## src/rtl/ram_pkg.sv

```systemverilog
`default_nettype none
// ============================================================================
// Module   : ram_pkg
// Brief    : Shared types and default sizes for the self-clearing sync RAM.
// Revision : 1.0 - initial release
// ============================================================================
package ram_pkg;

    localparam int c_DEF_DATA_W = 32;
    localparam int c_DEF_ADDR_W = 5;

    typedef enum logic [0:0] {
        IDLE  = 1'b0,
        CLEAR = 1'b1
    } clr_state_t;

endpackage : ram_pkg
`default_nettype wire

```

## src/rtl/ram_clr_fsm.sv

```systemverilog
`default_nettype none
// ============================================================================
// Module   : ram_clr_fsm
// Brief    : Clear sequencer; walks every address once, emitting a zero-write strobe.
// Revision : 1.0 - initial release
// ============================================================================
module ram_clr_fsm
    import ram_pkg::*;
#(
    parameter int ADDR_W = c_DEF_ADDR_W
) (
    input  logic              clk,
    input  logic              reset,
    input  logic              clr,
    output logic              busy,
    output logic              clr_we,
    output logic [ADDR_W-1:0] clr_addr
);

    localparam logic [ADDR_W-1:0] c_LAST_ADDR = '1;

    clr_state_t        r_state;
    clr_state_t        w_state_nxt;
    logic [ADDR_W-1:0] r_cnt;
    logic [ADDR_W-1:0] w_cnt_nxt;

    always_ff @(posedge clk) begin
        if (reset) begin
            r_state <= CLEAR;
            r_cnt   <= '0;
        end else begin
            r_state <= w_state_nxt;
            r_cnt   <= w_cnt_nxt;
        end
    end

    // The counter stops on the last address so a clear never wraps into a second pass.
    always_comb begin
        w_state_nxt = r_state;
        w_cnt_nxt   = r_cnt;
        case (r_state)
            IDLE: begin
                if (clr) begin
                    w_state_nxt = CLEAR;
                    w_cnt_nxt   = '0;
                end
            end
            CLEAR: begin
                if (r_cnt == c_LAST_ADDR) begin
                    w_state_nxt = IDLE;
                    w_cnt_nxt   = '0;
                end else begin
                    w_cnt_nxt   = r_cnt + 1'b1;
                end
            end
            default: begin
                w_state_nxt = IDLE;
                w_cnt_nxt   = '0;
            end
        endcase
    end

    assign busy     = (r_state == CLEAR);
    assign clr_we   = (r_state == CLEAR);
    assign clr_addr = r_cnt;

endmodule : ram_clr_fsm
`default_nettype wire

```

## src/rtl/ram_sync_clr.sv

```systemverilog
`default_nettype none
// ============================================================================
// Module   : ram_sync_clr
// Brief    : Single-port sync RAM with byte enables and a sequenced whole-array clear.
// Revision : 1.0 - initial release
// ============================================================================
module ram_sync_clr
    import ram_pkg::*;
#(
    parameter int DATA_W = c_DEF_DATA_W,
    parameter int ADDR_W = c_DEF_ADDR_W
) (
    input  logic                clk,
    input  logic                reset,
    input  logic                cen,
    input  logic                wen,
    input  logic [ADDR_W-1:0]   addr,
    input  logic [DATA_W-1:0]   din,
    input  logic [DATA_W/8-1:0] be,
    input  logic                clr,
    output logic                busy,
    output logic [DATA_W-1:0]   dout,
    output logic                dout_valid
);

    localparam int c_DEPTH = 2 ** ADDR_W;
    localparam int c_LANES = DATA_W / 8;

    logic [DATA_W-1:0] r_mem [c_DEPTH];
    logic [DATA_W-1:0] r_dout;
    logic              r_dout_valid;

    logic              w_busy;
    logic              w_clr_we;
    logic [ADDR_W-1:0] w_clr_addr;
    logic              w_idle_access;
    logic              w_user_wr;
    logic              w_user_rd;
    logic [DATA_W-1:0] w_be_mask;
    logic              w_wr_en;
    logic [ADDR_W-1:0] w_wr_addr;
    logic [DATA_W-1:0] w_wr_data;
    logic [DATA_W-1:0] w_wr_mask;

    ram_clr_fsm #(
        .ADDR_W   (ADDR_W)
    ) u_clr_fsm (
        .clk      (clk),
        .reset    (reset),
        .clr      (clr),
        .busy     (w_busy),
        .clr_we   (w_clr_we),
        .clr_addr (w_clr_addr)
    );

    generate
        for (genvar gi = 0; gi < c_LANES; gi++) begin : g_be_mask
            assign w_be_mask[8*gi +: 8] = {8{be[gi]}};
        end
    endgenerate

    // A clr request in IDLE swallows any access presented alongside it.
    assign w_idle_access = !reset && !w_busy && !clr && cen;
    assign w_user_wr     = w_idle_access && wen;
    assign w_user_rd     = w_idle_access && !wen;

    // Clear path overrides the user path into the single storage write port.
    assign w_wr_en   = (w_clr_we && !reset) || w_user_wr;
    assign w_wr_addr = w_clr_we ? w_clr_addr : addr;
    assign w_wr_data = w_clr_we ? '0 : din;
    assign w_wr_mask = w_clr_we ? '1 : w_be_mask;

    always_ff @(posedge clk) begin
        if (w_wr_en) begin
            r_mem[w_wr_addr] <= (r_mem[w_wr_addr] & ~w_wr_mask) | (w_wr_data & w_wr_mask);
        end
    end

    always_ff @(posedge clk) begin
        if (reset) begin
            r_dout       <= '0;
            r_dout_valid <= 1'b0;
        end else if (w_user_rd) begin
            r_dout       <= r_mem[addr];
            r_dout_valid <= 1'b1;
        end else begin
            r_dout       <= '0;
            r_dout_valid <= 1'b0;
        end
    end

    assign busy       = w_busy;
    assign dout       = r_dout;
    assign dout_valid = r_dout_valid;

endmodule : ram_sync_clr
`default_nettype wire

```

## config.mk

```make
export PLATFORM = sky130hd
export DESIGN_NAME = ram_sync_clr
export DESIGN_NICKNAME = d
export VERILOG_FILES = /design/src/rtl/ram_pkg.sv /design/src/rtl/ram_clr_fsm.sv /design/src/rtl/ram_sync_clr.sv
export SDC_FILE = /design/constraint.sdc
export NUM_CORES = 1
export LEC_CHECK = 0
export CAP_MARGIN = 10
export CORE_MARGIN = 8
export CORE_UTILIZATION = 53
export CTS_CLUSTER_DIAMETER = 100
export DETAILED_ROUTE_END_ITERATION = 16
export PLACE_DENSITY = 0.73
export SYNTH_ARGS = -nofsm -noshare
export SYNTH_HDL_FRONTEND = slang
export SYNTH_HIERARCHICAL = 1
export SYNTH_SLANG_ARGS = --single-unit
```

## constraint.sdc

```tcl
create_clock -name clk -period 7.5 [get_ports clk]
set_clock_uncertainty 0.2 [all_clocks]
set_input_delay 1.125 -clock clk [delete_from_list [all_inputs] [get_ports clk]]
set_output_delay 1.125 -clock clk [all_outputs]
set_load 0.05 [all_outputs]
```

==> run metrics <==
top cells by area, synth edfxtp_1, mux4_2, o21ai_0; multi-input logic area 16600 sq um; # H-tree levels 3; Root Buffer clkbuf_16; nets 2762; Std-Cell Rows ~110; fin crit share 0.677; slowest stage delay, CP roughly 0.85 ns; placed instance area 51300 sq um; Clock Latency Late Sink 0.71 ns; PostCTS Resize Cnt 0; DRC 0; Seq/Total Area, Yosys 0.649; fin crit period 5.08 ns; antenna-violating nets left 0; HPWL after detailed placement 87300 um; Worst EP required 7.82 ns; Die H 319 um; Mapped Area a little under 50000 sq um; # hold bufs at CTS 0; final wirelength between 150000 and 200000 um; endpoints failing setup 0; CP Cell Sequence buf_4, nor4bb_1, or2_2, buf_4, a222oi_1, a221oi_2, buf_4; combinational power share 0.077; GR Overflow Total 0; M3 GR Usage 0.0928; average wire per standard cell 40.3 um; Port Buffers around 80; CTS Sinks 1063; ratio of cells with drive above 1 in the final layout 0.300; fin cells 3988; clock slew at reported path FFs 0.06 ns; die area 102000 sq um; Yosys reg bits about 1.1k; first-pass GRT wire length 225000 um; delay-heaviest family, CP buffers and inverters; via count about 31k; vias in the first global route 31.1k; CTS tree done; initial antenna violation count 2; Post-synth EDFFs 1024; Sequential Area 31500 sq um; largest net degree at the start of global routing 111; Int Power 9830 uW; Synth cell types 50; Worst path slowest cell or2_2; Synth area leader edfxtp_1; average size of a mapped cell 18.6 sq um; Tot GR Track Use 0.307; top-area cell type share of the netlist area 0.633; WHS about 0.54 ns; setup TNS 0 ns; Iteration-0 DRC Markers 5565; leakage power ~0.017 uW; Crit path buffers/inverters 3; status completed; final instance area around 55000 sq um; TritonCTS buffer count between 100 and 150; final hold vios 0; most used routing layer met2; startpoint types flip-flop; cells after synthesis 2615; GR Util met1 0.393; Synth Flop Type edfxtp_1; Max Cap Viol 0; clock share of power 0.414; Ports 80; maximum vdd drop 0.194 mV; Worst slew margin 0.0990; PD cells 231 nW/um^2; synth-to-layout area growth 13.3%; GRT met2 Usage 0.467; number of post-CTS setup repair buffers 0; vias per inst 7.78; Mapped Nets 2664; die width about 320 um; Async SR Flop Fraction 0; RSZ-0062 raised after global routing no; NetSw about 2900 uW; Worst-Margin Slew 1.35 ns; CP Class reg2reg; critical path arrival roughly 5.4 ns; post-placement cell count 3767; sw frac 0.226; Yosys warnings 6; Fmax 197 MHz; cell mode on critical path buf_4; Initial Util 0.533; Slew Viols, Final 0; Crit. End Element flip-flop; HP Class reg2reg; Final Wtd Congestion 0.855; clock buffer depth 3; Inserted Diodes 0; Filler cells 6326; Core Footprint approximately 91000 sq um; Pre-antenna DRT Iters 8; sequential power share 0.509; crit-path max FO 36
-- synth_stat cells (all sizes together) (2+ instances only) --
cell / n
a211oi: 7
mux4: 461
a41oi: 44
or2: 7
and4b: 2
ha: 3
a31oi: 26
o22ai: 32
inv: 11
nor4: 7
a2111oi: 17
nand4: 20
clkbuf: 122
a311oi: 5
nor2: 79
and3b: 3
a21oi: 35
nand3: 3
o21bai: 20
a21o: 5
nand2: 35
nor3b: 6
o221ai: 12
a22o: 23
and3: 2
nor4bb: 6
buf: 94
edfxtp: 1024
mux2: 3
a22oi: 22
a222oi: 10
a221oi: 6
nor2b: 3
nor4b: 3
nor3: 14
mux2i: 123
o22a: 3
nand2b: 4
o21ai: 269
dfxtp: 39
-- path summary, 6_finish.rpt --
path                    startpoint                     to  slack, ns  cells after the start
max reg2reg         u_clr_fsm/busy           r_mem[16][9]       2.42                      7
min          u_clr_fsm/clr_addr[3]  u_clr_fsm/clr_addr[3]       0.54                      2
min reg2reg  u_clr_fsm/clr_addr[3]  u_clr_fsm/clr_addr[3]       0.54                      2
max                 u_clr_fsm/busy           r_mem[16][9]       2.42                      7
-- cells by family after synthesis --
kind of cell             after synthesis  synth area share
multiplexers                         587             0.240
AO/OA/AOI/OAI                        536            0.0690
flip-flops                          1063             0.649
adder cells (fa/ha/maj)                3          0.000773
buffers and inverters                228            0.0211
AND/OR/NAND/NOR                      198            0.0205
-- per-layer routing --
metal / part of all wire / up-vias
li1: - / 11500
met1: 0.33 / 15700
met2: 0.45 / 3087
met3: 0.15 / 680
met4: 0.071 / 4
met5: 0.00022 / -
-- area by class of cell --
type | count | area share
repair buffers | 205 | 0.0360
clock inverters | 45 | 0.00711
inverters | 12 | 0.000818
well taps | 1186 | 0.0270
flip-flops and latches | 1063 | 0.573
clock buffers | 153 | 0.0549
multi-input cells | 1324 | 0.301
-- sequential cells by signal, indices dropped and copies added (netlist names) --
name and flops:
dout 32, u_clr_fsm/busy 1, u_clr_fsm/clr_addr 5, r_mem 1024, dout_valid 1
-- layout by cell type, fill, tap and decap left out, types with 29 or more instances in the layout --
master | Yosys | layout
clkdlybuf4s50_1 | 0 | 74
a41oi_1 | 44 | 44
clkbuf_16 | 0 | 108
o21ai_0 | 267 | 263
buf_4 | 12 | 95
a21oi_1 | 35 | 35
clkbuf_1 | 122 | 30
mux4_2 | 461 | 461
edfxtp_1 | 1024 | 1024
nor2_4 | 0 | 32
nand2_1 | 35 | 35
dfxtp_1 | 39 | 38
nor2_1 | 79 | 43
mux2i_1 | 123 | 121
o22ai_1 | 32 | 29
-- per-stage QoR --
stage | setup slack [ns] | util | total power (uW)
2_1_floorplan | 2.69 | - | 7240
3_3_place_gp | 1.99 | 0.562 | 7530
3_5_place_dp | 1.91 | 0.563 | 7550
4_1_cts | 2.34 | 0.600 | 12700
5_1_grt | 2.40 | 0.603 | 12900
6_report | 2.42 | 0.603 | 12700
-- worst register-to-register path: cells and delay by family (launching register included) --
kind            cells  cell delay, ns
simple gates        2            1.48
compound gates      2            0.94
flops               1            0.75
buf+inv             3            1.53
-- power groups by stage --
stage                     Sequential (uW)  Clock, uW  Combinational [uW]
final                                6470       5250                 978
after CTS                            6470       5250                 961
after detailed placement             6590          0                 956
after global placement               6590          0                 945
after floorplan                      6580          0                 656
after global routing                 6470       5480                1010
Power figures use the tool's default switching activity.
